--- config.mk ---
export PLATFORM = sky130hd
export DESIGN_NAME = vga_pattern_gen
export DESIGN_NICKNAME = d
export VERILOG_FILES = /design/src/rtl/vga_pattern_gen.sv
export SDC_FILE = /design/constraint.sdc
export NUM_CORES = 1
export LEC_CHECK = 0
export BUFFER_PORTS_ARGS = -buffer_cell sky130_fd_sc_hd__buf_2
export CORE_ASPECT_RATIO = 1.4
export CORE_MARGIN = 2
export CORE_UTILIZATION = 50
export CTS_CLUSTER_SIZE = 24
export DETAILED_ROUTE_END_ITERATION = 10
export PLACE_DENSITY = 0.71
export SLEW_MARGIN = 0
export SYNTH_ARGS = -nofsm -noshare
export SYNTH_HDL_FRONTEND = slang
export SYNTH_SLANG_ARGS = --single-unit
--- constraint.sdc ---
create_clock -name clk -period 4.8 [get_ports clk]
set_input_delay 0.24 -clock clk [delete_from_list [all_inputs] [get_ports clk]]
set_output_delay 0.24 -clock clk [all_outputs]
set_load 0.005 [all_outputs]
--- src/rtl/vga_pattern_gen.sv ---
// VGA timing generator with a frame-synchronous test-pattern source.
// Produces vertical/horizontal stripes, a checkerboard, or a moving box. All outputs lag the counters by one clock.
module vga_pattern_gen #(
  parameter int   H_ACTIVE    = 1024,
  parameter int   H_FP        = 24,
  parameter int   H_SYNC      = 136,
  parameter int   H_BP        = 160,
  parameter int   V_ACTIVE    = 768,
  parameter int   V_FP        = 3,
  parameter int   V_SYNC      = 6,
  parameter int   V_BP        = 29,
  parameter logic HS_POL      = 1'b0,
  parameter logic VS_POL      = 1'b0,
  parameter int   CW          = 11,
  parameter int   STRIPE_LOG2 = 6,
  parameter int   BOX         = 64
) (
  input  logic          clk,
  input  logic          clr_n,
  input  logic [1:0]    mode,
  output logic          hsync,
  output logic          vsync,
  output logic          vidon,
  output logic [CW-1:0] hc,
  output logic [CW-1:0] vc,
  output logic [3:0]    red,
  output logic [3:0]    green,
  output logic [3:0]    blue,
  output logic          frame_start,
  output logic [15:0]   frame_cnt
);

  typedef enum logic [1:0] {
    MODE_VSTRIPE = 2'd0,
    MODE_HSTRIPE = 2'd1,
    MODE_CHECKER = 2'd2,
    MODE_BOX     = 2'd3
  } mode_e;

  localparam logic [CW-1:0] H_LAST   = CW'(H_ACTIVE + H_FP + H_SYNC + H_BP - 1);
  localparam logic [CW-1:0] V_LAST   = CW'(V_ACTIVE + V_FP + V_SYNC + V_BP - 1);
  localparam logic [CW-1:0] H_ACT    = CW'(H_ACTIVE);
  localparam logic [CW-1:0] V_ACT    = CW'(V_ACTIVE);
  localparam logic [CW-1:0] HS_START = CW'(H_ACTIVE + H_FP);
  localparam logic [CW-1:0] HS_STOP  = CW'(H_ACTIVE + H_FP + H_SYNC);
  localparam logic [CW-1:0] VS_START = CW'(V_ACTIVE + V_FP);
  localparam logic [CW-1:0] VS_STOP  = CW'(V_ACTIVE + V_FP + V_SYNC);
  localparam logic [CW-1:0] BOX_W    = CW'(BOX);
  localparam logic [CW-1:0] BOX_TOP  = CW'((V_ACTIVE - BOX) / 2);
  localparam logic [CW-1:0] BOX_BOT  = CW'((V_ACTIVE + BOX) / 2);
  localparam logic [CW-1:0] BX_MAX   = CW'(H_ACTIVE - BOX);

  logic [CW-1:0] hcnt_q, hcnt_d, vcnt_q, vcnt_d;
  logic [CW-1:0] hc_q, hc_d, vc_q, vc_d;
  logic [CW-1:0] bx_q, bx_d, bx_end;
  logic          hsync_q, hsync_d, vsync_q, vsync_d, vidon_q, vidon_d;
  logic          frame_start_q, frame_start_d;
  logic [3:0]    red_q, red_d, green_q, green_d, blue_q, blue_d;
  logic [15:0]   frame_cnt_q, frame_cnt_d;
  mode_e         mode_q, mode_d;
  logic          last_col, last_row, frame_end, in_box;
  logic [2:0]    h_idx, v_idx;

  always_comb begin
    // NOTE: every combinational output gets a default first so no path leaves it unassigned (no latch).
    hcnt_d  = hcnt_q + 1'b1;
    vcnt_d  = vcnt_q;
    red_d   = '0;
    green_d = '0;
    blue_d  = '0;

    last_col  = (hcnt_q == H_LAST);
    last_row  = (vcnt_q == V_LAST);
    frame_end = last_col && last_row;

    if (last_col) begin
      hcnt_d = '0;
      vcnt_d = last_row ? '0 : vcnt_q + 1'b1;
    end

    hc_d          = hcnt_q;
    vc_d          = vcnt_q;
    hsync_d       = (hcnt_q >= HS_START && hcnt_q < HS_STOP) ? HS_POL : ~HS_POL;
    vsync_d       = (vcnt_q >= VS_START && vcnt_q < VS_STOP) ? VS_POL : ~VS_POL;
    vidon_d       = (hcnt_q < H_ACT) && (vcnt_q < V_ACT);
    frame_start_d = (hcnt_q == '0) && (vcnt_q == '0);

    h_idx  = hcnt_q[STRIPE_LOG2+2:STRIPE_LOG2];
    v_idx  = vcnt_q[STRIPE_LOG2+2:STRIPE_LOG2];
    bx_end = bx_q + BOX_W;
    in_box = (hcnt_q >= bx_q) && (hcnt_q < bx_end) &&
             (vcnt_q >= BOX_TOP) && (vcnt_q < BOX_BOT);

    unique case (mode_q)
      MODE_VSTRIPE: begin
        red_d   = {4{h_idx[2]}};
        green_d = {4{h_idx[1]}};
        blue_d  = {4{h_idx[0]}};
      end
      MODE_HSTRIPE: begin
        red_d   = {4{v_idx[2]}};
        green_d = {4{v_idx[1]}};
        blue_d  = {4{v_idx[0]}};
      end
      MODE_CHECKER: begin
        red_d   = {4{hcnt_q[STRIPE_LOG2] ^ vcnt_q[STRIPE_LOG2]}};
        green_d = red_d;
        blue_d  = red_d;
      end
      MODE_BOX: begin
        red_d   = {4{in_box}};
        green_d = {4{in_box}};
        blue_d  = 4'hF;
      end
      default: ;
    endcase

    if (!vidon_d) begin
      red_d   = '0;
      green_d = '0;
      blue_d  = '0;
    end

    // Mode, box position and frame count only move on the last pixel so a frame is never torn.
    mode_d      = frame_end ? mode_e'(mode) : mode_q;
    frame_cnt_d = frame_end ? frame_cnt_q + 16'd1 : frame_cnt_q;
    bx_d        = bx_q;
    if (frame_end) bx_d = (bx_q == BX_MAX) ? '0 : bx_q + 1'b1;
  end

  // NOTE: state is updated with non-blocking assignments so all flops sample the same pre-edge values.
  always_ff @(posedge clk or negedge clr_n) begin
    if (!clr_n) begin
      hcnt_q        <= '0;
      vcnt_q        <= '0;
      hc_q          <= '0;
      vc_q          <= '0;
      hsync_q       <= ~HS_POL;
      vsync_q       <= ~VS_POL;
      vidon_q       <= 1'b0;
      red_q         <= '0;
      green_q       <= '0;
      blue_q        <= '0;
      frame_start_q <= 1'b0;
      frame_cnt_q   <= '0;
      bx_q          <= '0;
      mode_q        <= MODE_VSTRIPE;
    end else begin
      hcnt_q        <= hcnt_d;
      vcnt_q        <= vcnt_d;
      hc_q          <= hc_d;
      vc_q          <= vc_d;
      hsync_q       <= hsync_d;
      vsync_q       <= vsync_d;
      vidon_q       <= vidon_d;
      red_q         <= red_d;
      green_q       <= green_d;
      blue_q        <= blue_d;
      frame_start_q <= frame_start_d;
      frame_cnt_q   <= frame_cnt_d;
      bx_q          <= bx_d;
      mode_q        <= mode_d;
    end
  end

  assign hc          = hc_q;
  assign vc          = vc_q;
  assign hsync       = hsync_q;
  assign vsync       = vsync_q;
  assign vidon       = vidon_q;
  assign red         = red_q;
  assign green       = green_q;
  assign blue        = blue_q;
  assign frame_start = frame_start_q;
  assign frame_cnt   = frame_cnt_q;

endmodule
==> impl_metrics.toml, run 1 <==
[worst_hold_path]
hold_path.class = "in2async"

[layout]
antennaDiodeCount = 0
multi_input_area_um2 = 1738
nNetsFinal = 456
fin_cells = 531
drive_gt1_share_pct = 18.56
final_cell_mix = "dfrtp_1 (78), buf_2 (56), nand2_1 (27)"
fill_cells = 694
seq_area_um2 = 2004
stdcell_area_um2 = 4447
fin_util_pct = 57.73
area_growth_syn_to_layout_pct = 12.29
mostFrequentLayoutCell = "dfrtp_1"

[pwr]
power.internal_mw = 0.9634
vdd_drop_max_uv = 122.5
clock_power_share_pct = 42.8
power_density_nw_per_um2 = 270.2
swShare_pct = 19.83
p_leak_nw = 2.123
power.switching_mw = 0.2383
combPwrFrac_pct = 1.1
seq_power_share_pct = 56.1

[floorplan]
die-area_um2 = 8658
core_region_area_um2 = 7702
die_w_um = 79.22
io_pins = 58
fp.dieH_um = 109.3
placementRows = 38
initial_core_util_pct = 51.41

[route]
drt_iter0_drc = 150
ant_nets = 0
firstDrtPassIters = 4
wl_per_cell_um = 14.86
route.vias.total = 2907
viasPerCell = 5.475
routed_wl_um = 7890
drcViolationCount = 0

[grt]
grt_pass1_vias = 2876
grt_start_max_net_pins = 81
grt_pass1_wl_um = 13530
grt_usage_pct = 20.32
overflow = 0
antenna_found_initial = 0

[timing]
setup_slack_ns = 2.036
setup_viol = 0
fin_tns_setup_ns = 0
worstMarginPinSlew_ns = 0.9733
drv_slew = 0
fmax_mhz = 361.7
final_hold_viol_count = 0
period_minus_slack_ns = 2.764
grt_setup_unrepaired = "false"
fin_skew_ns = 0.01442
fin_crit_sh_pct = 57.59
relSlewSlack_pct = 35.11

[yosys]
yosysWarnings = 0
syn_nets = 409
synth_edf_count = 0
yosysTopAreaCellShare_pct = 49.29
yosysSeqAreaShare_pct = 50.62
synthCells = 380
ys_seq_elements = 80
synthFlopType = "dfrtp_1"
ys_types = 48
synth.avg_cell_area_um2 = 10.42
synth_area_leaders = "dfrtp_1 (49%), ha_1 (7.9%), xnor2_1 (4.9%)"
synth_area_leader_cell = "dfrtp_1"
netlist_area_um2 = 3960
async_flop_share_pct = 100.0

[cts]
clkSinkCount = 80
cts_tree = "yes"
numCtsBuffers = 9
clockBufferDepth = 2
htree_num_levels = 3
clockRootBuffer = "clkbuf_8"
worst_skew_pair.late_latency_ns = 0.36
post_cts_resize_count = 0
post_cts_buffers = 0
clkTransAtPathRegs_ns = 0.07
holdBufCountCts = 0

[placed_design]
gp_congestion = 0.9025
io_buffers = 57
hpwl_um = 5670
dp.cells = 516
dpl_cell_area_um2 = 4245
post-place-ws_ns = 2.085

[setup_path]
critPathRequiredTime_ns = 5.02
crit_type = "reg2reg"
cp-start-kind = "register"
ff2ff_setup_slack_ns = 2.04
cp-end-kind = "register"
worstPathArrival_ns = 2.98
crit_fanout = 18

[run]
max_cap_violations = 0

[status]
status = "finished clean"
registers in the layout (all words and copies together), names as in the netlist, 2 cells and up:
signal     count
vc_d          11
vc            11
hc_d          11
frame_cnt     16
hc            11
mode_q         2
bx_q          11
final timing paths:
| check | start | end | cells after the start |
|---|---|---|---|
| max | hc_d[6] | bx_q[9] | 5 |
| min | clr_n | hc[2] | 1 |
| max reg2reg | hc_d[6] | bx_q[9] | 5 |
| min reg2reg | hc_d[0] | hc[0] | 0 |
| max in group asynchronous | clr_n | vc_d[10] | 1 |
| min in group clk | mode[0] | mode_q[0] | 3 |
area by class of cell:
cell class | count | share of cell area [%]
Tap cell | 100 | 2.814
Clock inverter | 4 | 1.576
Timing Repair Buffer | 57 | 6.472
Sequential cell | 80 | 45.08
Inverter | 24 | 2.026
Multi-Input combinational cell | 255 | 39.08
Clock buffer | 11 | 2.954
synthesized netlist by cell type, types with 6 or more instances:
library cell and instances:
a21oi_1 17, and2_1 6, and3_1 7, buf_4 10
clkbuf_1 6, dfrtp_1 78, ha_1 25, inv_1 24
nand2_1 27, nand3_1 23, nand4_1 13, nor2_1 19
nor3_1 15, o21ai_0 21, o31ai_1 7, xnor2_1 22
xor2_1 13
power groups by stage:
| stage | sequential [mW] | clock (mW) | combinational (mW) |
|---|---|---|---|
| after floorplan | 0.687 | 0 | 0.0000192 |
| after global placement | 0.687 | 0 | 0.0146 |
| after detailed placement | 0.687 | 0 | 0.0150 |
| after CTS | 0.674 | 0.528 | 0.0149 |
| after global routing | 0.673 | 0.559 | 0.0168 |
| final | 0.674 | 0.514 | 0.0136 |
kinds of logic (layout without fill, tap and decap cells):
family          after synthesis  in the layout  share of synthesized area, %
compound gates               60             60                         9.352
xor+xnor                     35             35                         7.741
fa+ha+maj                    25             25                         7.899
buf+inv                      45             96                         5.497
flops                        80             80                         50.62
simple gates                135            135                         18.89
critical path, cell delays in order (launching register included):
cell and delay, ns:
dfrtp_1 0.58, nor3_1 0.34, and4_1 0.64, nand2_1 0.47
o31ai_1 0.46, o41ai_2 0.13
through the flow:
step	power (mW)	hold slack, ns
floorplan	0.6870	-0.05559
global placement	0.7013	0.4351
detailed placement	0.7017	0.4461
CTS	1.217	0.07348
global route	1.249	0.09880
finish	1.202	0.04196
routing by layer:
| layer | vias up | GRT usage (%) | wire length (um) |
|---|---|---|---|
| met4 | 0 | 9.852 | 122 |
| met3 | 6 | 3.777 | 332 |
| met5 | - | 0 | 0 |
| li1 | 1418 | - | - |
| met2 | 74 | 35.77 | 4264 |
| met1 | 1409 | 23.77 | 3171 |
Note: power is estimated with default switching activity, not from simulation.
==> run 2: changes to the inputs <==
--- a/config.mk
+++ b/config.mk
@@ -5,6 +5,7 @@
 export SDC_FILE = /design/constraint.sdc
 export NUM_CORES = 1
 export LEC_CHECK = 0
+export ABC_AREA = 1
 export BUFFER_PORTS_ARGS = -buffer_cell sky130_fd_sc_hd__buf_2
 export CORE_ASPECT_RATIO = 1.4
 export CORE_MARGIN = 2
==> constraint.sdc (replaced) <==
create_clock -name clk -period 2.8 [get_ports clk]
set_input_delay 0.14 -clock clk [delete_from_list [all_inputs] [get_ports clk]]
set_output_delay 0.14 -clock clk [all_outputs]
set_load 0.005 [all_outputs]
==> run 2 against run 1 <==
Compared with the run above:
- the flow now finishes with violations (hold timing)
- area after synthesis rose by 7.0%
- maximum frequency is 29% higher
- synthesized cell count is 30% higher
- total power is 98% higher
- combinational power grew 72%
- wire length is 14% higher
- core utilization increased by 1.7 points
- setup slack lost 1.4 ns
- register-to-register slack got worse by 1.4 ns
- largest power group is now the clock network
==> impl_metrics.toml, run 2 <==
[status]
violations = "hold timing"
status = "finished with violations"

[setup_path]
rr_worst_depth = 10
setup.worst_path.start = "hc_d[0]"
cp-end-kind = "register"
crit_chain = "ha_1, nand2_1, inv_2, nand4_4, inv_1, nand3_2, nor2_4, inv_1, nand2_1, o21ai_1"
ff2ff_setup_slack_ns = 0.65
max_stage_delay_ns = 0.46
worstSetupEndpoint = "frame_cnt[15]"
crit_fanout = 23
worstPathArrival_ns = 2.38
cp-start-kind = "register"
crit_type = "reg2reg"
r2r-start = "hc_d[0]"
critPathRequiredTime_ns = 3.03
crit_slowest_cell = "nor2_4"
timing.rr.end = "frame_cnt[15]"

[timing]
holdWs_ns = -0.05462
setup_slack_ns = 0.6508
fmax_mhz = 465.3
worstMarginPinSlew_ns = 0.9865
drv_slew = 0
final_hold_viol_count = 60
fin_crit_sh_pct = 76.76
fin_tns_setup_ns = 0
fin_skew_ns = 0.008219
grt_setup_unrepaired = "false"
period_minus_slack_ns = 2.149
relSlewSlack_pct = 34.24
setup_viol = 0

[worst_hold_path]
hold_path.class = "in2async"

[yosys]
synthCells = 493
yosysSeqAreaShare_pct = 47.33
synthFlopType = "dfrtp_1"
synth_area_leaders = "dfrtp_1 (46%), nand2_1 (8.3%), ha_1 (7.4%)"
yosys.area_share.simple_pct = 24.96
synth_top_family_by_area = "simple AND/OR/NAND/NOR gates"
synth.avg_cell_area_um2 = 8.591
syn_nets = 522
synth_edf_count = 0
yosysMostFrequentCell = "nand2_1"
yosys.area_share.adder_pct = 7.386
synth_compound_area_share_pct = 6.381
synth_area_leader_cell = "dfrtp_1"
ys_seq_elements = 80
muxShareOfSynthArea_pct = 0
yosys.area_share.xor_xnor_pct = 5.170
yosysWarnings = 0
async_flop_share_pct = 100.0
synthTopCellsByCount = "nand2_1 (94), dfrtp_1 (78), inv_1 (69)"
yosysTopAreaCellShare_pct = 46.09
ys_types = 29
netlist_area_um2 = 4235

[grt]
grt_start_max_net_pins = 81
antenna_found_initial = 0
grt_usage_pct = 21.44
grt_pass1_wl_um = 15150
overflow = 0
grt_pass1_vias = 3239

[floorplan]
die_w_um = 81.79
core_region_area_um2 = 8198
initial_core_util_pct = 51.66
placementRows = 39
fp.dieH_um = 112.9
die-area_um2 = 9234
io_pins = 58

[run]
max_cap_violations = 0

[cts]
clockRootBuffer = "clkbuf_16"
post_cts_buffers = 0
post_cts_resize_count = 0
holdBufCountCts = 0
cts_tree = "yes"
numCtsBuffers = 9
htree_num_levels = 3
worst_skew_pair.late_latency_ns = 0.34
clockBufferDepth = 2
clkSinkCount = 80
clkTransAtPathRegs_ns = 0.06

[route]
firstDrtPassIters = 4
drcViolationCount = 0
wl_per_cell_um = 13.65
routed_wl_um = 8965
viasPerCell = 5.216
drt_iter0_drc = 147
ant_nets = 0
route.vias.total = 3427

[placed_design]
gp_congestion = 0.9270
dpl_cell_area_um2 = 4564
hpwl_um = 6587
post-place-ws_ns = 0.6560
io_buffers = 57

[layout]
antennaDiodeCount = 0
nNetsFinal = 579
mostFrequentLayoutCell = "nand2_1"
final_cell_mix = "nand2_1 (94), dfrtp_1 (78), inv_1 (69)"
area_growth_syn_to_layout_pct = 15.04
largest_reg_flops = 16
drive_gt1_share_pct = 16.40
stdcell_area_um2 = 4872
fin_util_pct = 59.43

[pwr]
p_leak_nw = 2.484
vdd_drop_max_uv = 356.5
power_density_nw_per_um2 = 488.9
==> run 2: cell types whose count changed in the layout (fill, tap and decap cells not counted), sizes merged, moves of 5 or more <==
cell,delta
nor4,-5
o31ai,-7
and2,-6
nand2,+69
xnor2,-13
and3,-7
inv,+50
nor2,+34
nand3,+11
o21ai,+9
==> run 2: metrics by stage <==
stage	hold slack (ns)	total power, mW	cells
5_1_grt	0.04646	2.457	657
2_1_floorplan	-0.1556	1.178	493
3_3_place_gp	0.3467	1.202	641
3_5_place_dp	0.3665	1.203	641
6_report	-0.05462	2.382	657
4_1_cts	0.002971	2.397	657
==> run 2: layout make-up <==
cell class                 count  area [um^2]
clock buffer                  12        256.5
clock inverter                 4        51.30
fill                         731         3326
inverter                      74        277.8
multi-input combinational    327         1859
sequential                    80         2004
tap                          102        127.6
timing repair buffer          58        295.3
==> run 2: power by group <==
group	internal, mW	leakage (nW)	switching (mW)	total [mW]
sequential	1.16	1.07	0	1.16
combinational	0.00178	1.27	0.0216	0.0234
clock	0.740	0.149	0.462	1.20
==> run 2: how the worst min path moves through the flow <==
| stage | startpoint | endpoint | cells past startpoint |
|---|---|---|---|
| floorplan | clr_n | blue[2] | 0 |
| global placement | clr_n | hc[2] | 1 |
| detailed placement | clr_n | hc[2] | 1 |
| CTS | clr_n | bx_q[5] | 1 |
| global route | clr_n | hc[4] | 1 |
| finish | clr_n | bx_q[0] | 1 |
==> run 2: worst max-delay path: cells and delay by family, from the launching register on <==
family | cells | cell delay, ns
DFF | 1 | 0.42
adders and majority gates | 1 | 0.19
AOI/OAI and AO/OA | 1 | 0.06
and+or+nand+nor | 5 | 0.94
buffers and inverters | 3 | 0.41
==> run 2: kinds of logic (layout without fill, tap and decap cells) <==
| family | Yosys count | in the layout |
|---|---|---|
| xor+xnor | 25 | 25 |
| flops | 80 | 80 |
| fa+ha+maj | 25 | 25 |
| simple gates | 225 | 225 |
| compound gates | 52 | 52 |
| buf+inv | 86 | 148 |
==> run 2: routing by layer <==
layer	GRT usage [%]	part of all wire, %
met1	25.32	42
met2	35.72	51
met3	5.263	4.2
met4	10.56	2.9
met5	0	0
==> run 3: changes to the inputs <==
==> constraint.sdc (replaced) <==
create_clock -name clk -period 2.1 [get_ports clk]
set_input_delay 0.105 -clock clk [delete_from_list [all_inputs] [get_ports clk]]
set_output_delay 0.105 -clock clk [all_outputs]
set_load 0.005 [all_outputs]
==> run 3 against run 2 <==
Compared with the run above:
- critical path type unchanged
- total power is 28% higher
- largest power group is now registers
- worst hold slack better by 0.36 ns
- sequential power is 33% higher
- non-clock buffer count is 15 higher
- flip-flop and latch count stayed put
- wire length is 4.5% higher
- the run now ends clean
==> impl_metrics.toml, run 3 (synthesis gave the netlist of run 2 again) <==
[grt]
grt_pass1_wl_um = 15530
grtUsageMet2_pct = 36.86
grt_pass1_vias = 3452
use_met1_pct = 25.93
top_usage_layer = "met2"
grt_usage_pct = 22.09
grt_start_max_net_pins = 43
overflow = 0
grtUsageMet3_pct = 4.226
antenna_found_initial = 0

[pwr]
clock_power_share_pct = 48.1
combPwrFrac_pct = 1.3
power_mw = 3.051
swShare_pct = 20.73
power.internal_mw = 2.418
seq_power_share_pct = 50.5
power.switching_mw = 0.6324
vdd_drop_max_uv = 481.2
p_leak_nw = 2.551
power_density_nw_per_um2 = 610.2

[route]
drt_iter0_drc = 200
ant_nets = 0
drcViolationCount = 0
routed_wl_um = 9366
wl_per_cell_um = 13.94
firstDrtPassIters = 4
viasPerCell = 5.240
route.vias.total = 3521

[timing]
drv_slew = 0
period_minus_slack_ns = 1.942
worstMarginPinSlew_ns = 0.5442
relSlewSlack_pct = 63.72
final_hold_viol_count = 0
fmax_mhz = 514.9
setup_viol = 0
holdWs_ns = 0.3014
fin_crit_sh_pct = 92.48
fin_skew_ns = 0.007682

[cts]
cts_tree = "yes"
numCtsBuffers = 9
worst_skew_pair.late_latency_ns = 0.34
htree_num_levels = 3
clockRootBuffer = "clkbuf_16"
clockBufferDepth = 2
clkTransAtPathRegs_ns = 0.06
clkSinkCount = 80

[placed_design]
gp_congestion = 0.9374
io_buffers = 57
hpwl_um = 6939

[status]
status = "finished clean"

[floorplan]
fp.dieH_um = 112.9
io_pins = 58
die_w_um = 81.79
initial_core_util_pct = 51.66
core_region_area_um2 = 8198
placementRows = 39
die-area_um2 = 9234

[setup_path]
critPathRequiredTime_ns = 2.38
crit_chain = "ha_2, inv_1, nor2_2, xor2_1, ha_1, nand2_1, nand2_1, nor2_1, nand3_1, nor2_1, nand3_1, nand3_1, nand2_1, inv_1"
worstPathArrival_ns = 2.22
crit_type = "reg2reg"
crit_fanout = 2
ff2ff_setup_slack_ns = 0.16
cp-end-kind = "register"
cp-start-kind = "register"
crit_slowest_cell = "dfrtp_1"
max_stage_delay_ns = 0.36

[layout]
mostFrequentLayoutCell = "nand2_1"
nNetsFinal = 594
antennaDiodeCount = 0
area_growth_syn_to_layout_pct = 18.05
fill_cells = 714
final_cell_mix = "nand2_1 (94), dfrtp_1 (78), inv_1 (69)"
drive_gt1_share_pct = 18.42
largest_reg_flops = 16

[worst_hold_path]
hold_path.class = "in2async"

[run]
max_cap_violations = 0
==> run 3: changes by cell type in the layout (fill, tap and decap cells not counted), sizes merged <==
| cell | delta |
|---|---|
| dlygate4sd3 | +3 |
| bufinv | -1 |
| buf | +12 |
| clkinvlp | +1 |
==> run 3: power by group through the flow <==
stage | combinational [mW] | clock (mW) | sequential [mW]
after floorplan | 0.00000101 | 0 | 1.57
after global placement | 0.0378 | 0 | 1.57
after detailed placement | 0.0390 | 0 | 1.57
after CTS | 0.0436 | 1.50 | 1.54
after global routing | 0.0491 | 1.58 | 1.54
final | 0.0407 | 1.47 | 1.54
==> run 3: timing repair <==
item,in CTS,in global routing
setup buffers,1,2
gates resized for setup,0,2
endpoints found under the setup margin,2,2
endpoints found under the hold margin,42,0
hold buffers,3,0
pin swaps,0,5
==> run 3: path summary, 6_finish.rpt <==
check / startpoint / endpoint / depth (start not counted)
max: bx_q[6] / green[2] / 14
min: clr_n / hc[2] / 2
max reg2reg: bx_q[6] / green[2] / 14
min reg2reg: vc_d[10] / vc[10] / 0
max in group asynchronous: clr_n / vsync / 3
min in group clk: vc_d[10] / vc[10] / 0
==> run 3: per-stage QoR <==
step | worst slack (ns) | TNS, ns | instances | utilization [%] | area [um^2]
after floorplan | 0.2708 | 0 | 493 | - | 4235
after global placement | 0.1567 | 0 | 650 | 56.81 | 4657
after detailed placement | 0.04116 | 0 | 650 | 56.81 | 4657
after CTS | 0.03477 | 0 | 670 | 60.74 | 4980
after global routing | -0.01509 | -0.01509 | 672 | 60.99 | 5000
final | 0.1580 | 0 | 672 | 60.99 | 5000
==> run 3: cell type report <==
| type | instances | area, um^2 | area share (%) |
|---|---|---|---|
| repair buffers | 73 | 440.4 | 8.809 |
| clock buffers | 12 | 256.5 | 5.130 |
| inverters | 74 | 277.8 | 5.556 |
| multi-input cells | 327 | 1864 | 37.29 |
| clock inverters | 4 | 28.78 | 0.5756 |
| flip-flops and latches | 80 | 2004 | 40.09 |
| well taps | 102 | 127.6 | 2.553 |
==> run 3: metal layers <==
layer | up-vias | part of all wire, %
met5 | - | 0
met4 | 0 | 4.2
met3 | 33 | 3.8
met2 | 89 | 51
met1 | 1669 | 41
li1 | 1730 | -
==> run 3: worst max-delay path, delay by kind of cell, from the launching register on <==
| family | cells | cell delay, ns |
|---|---|---|
| simple gates | 9 | 0.76 |
| flops | 1 | 0.36 |
| fa+ha+maj | 2 | 0.46 |
| xor+xnor | 1 | 0.20 |
| buf+inv | 2 | 0.10 |
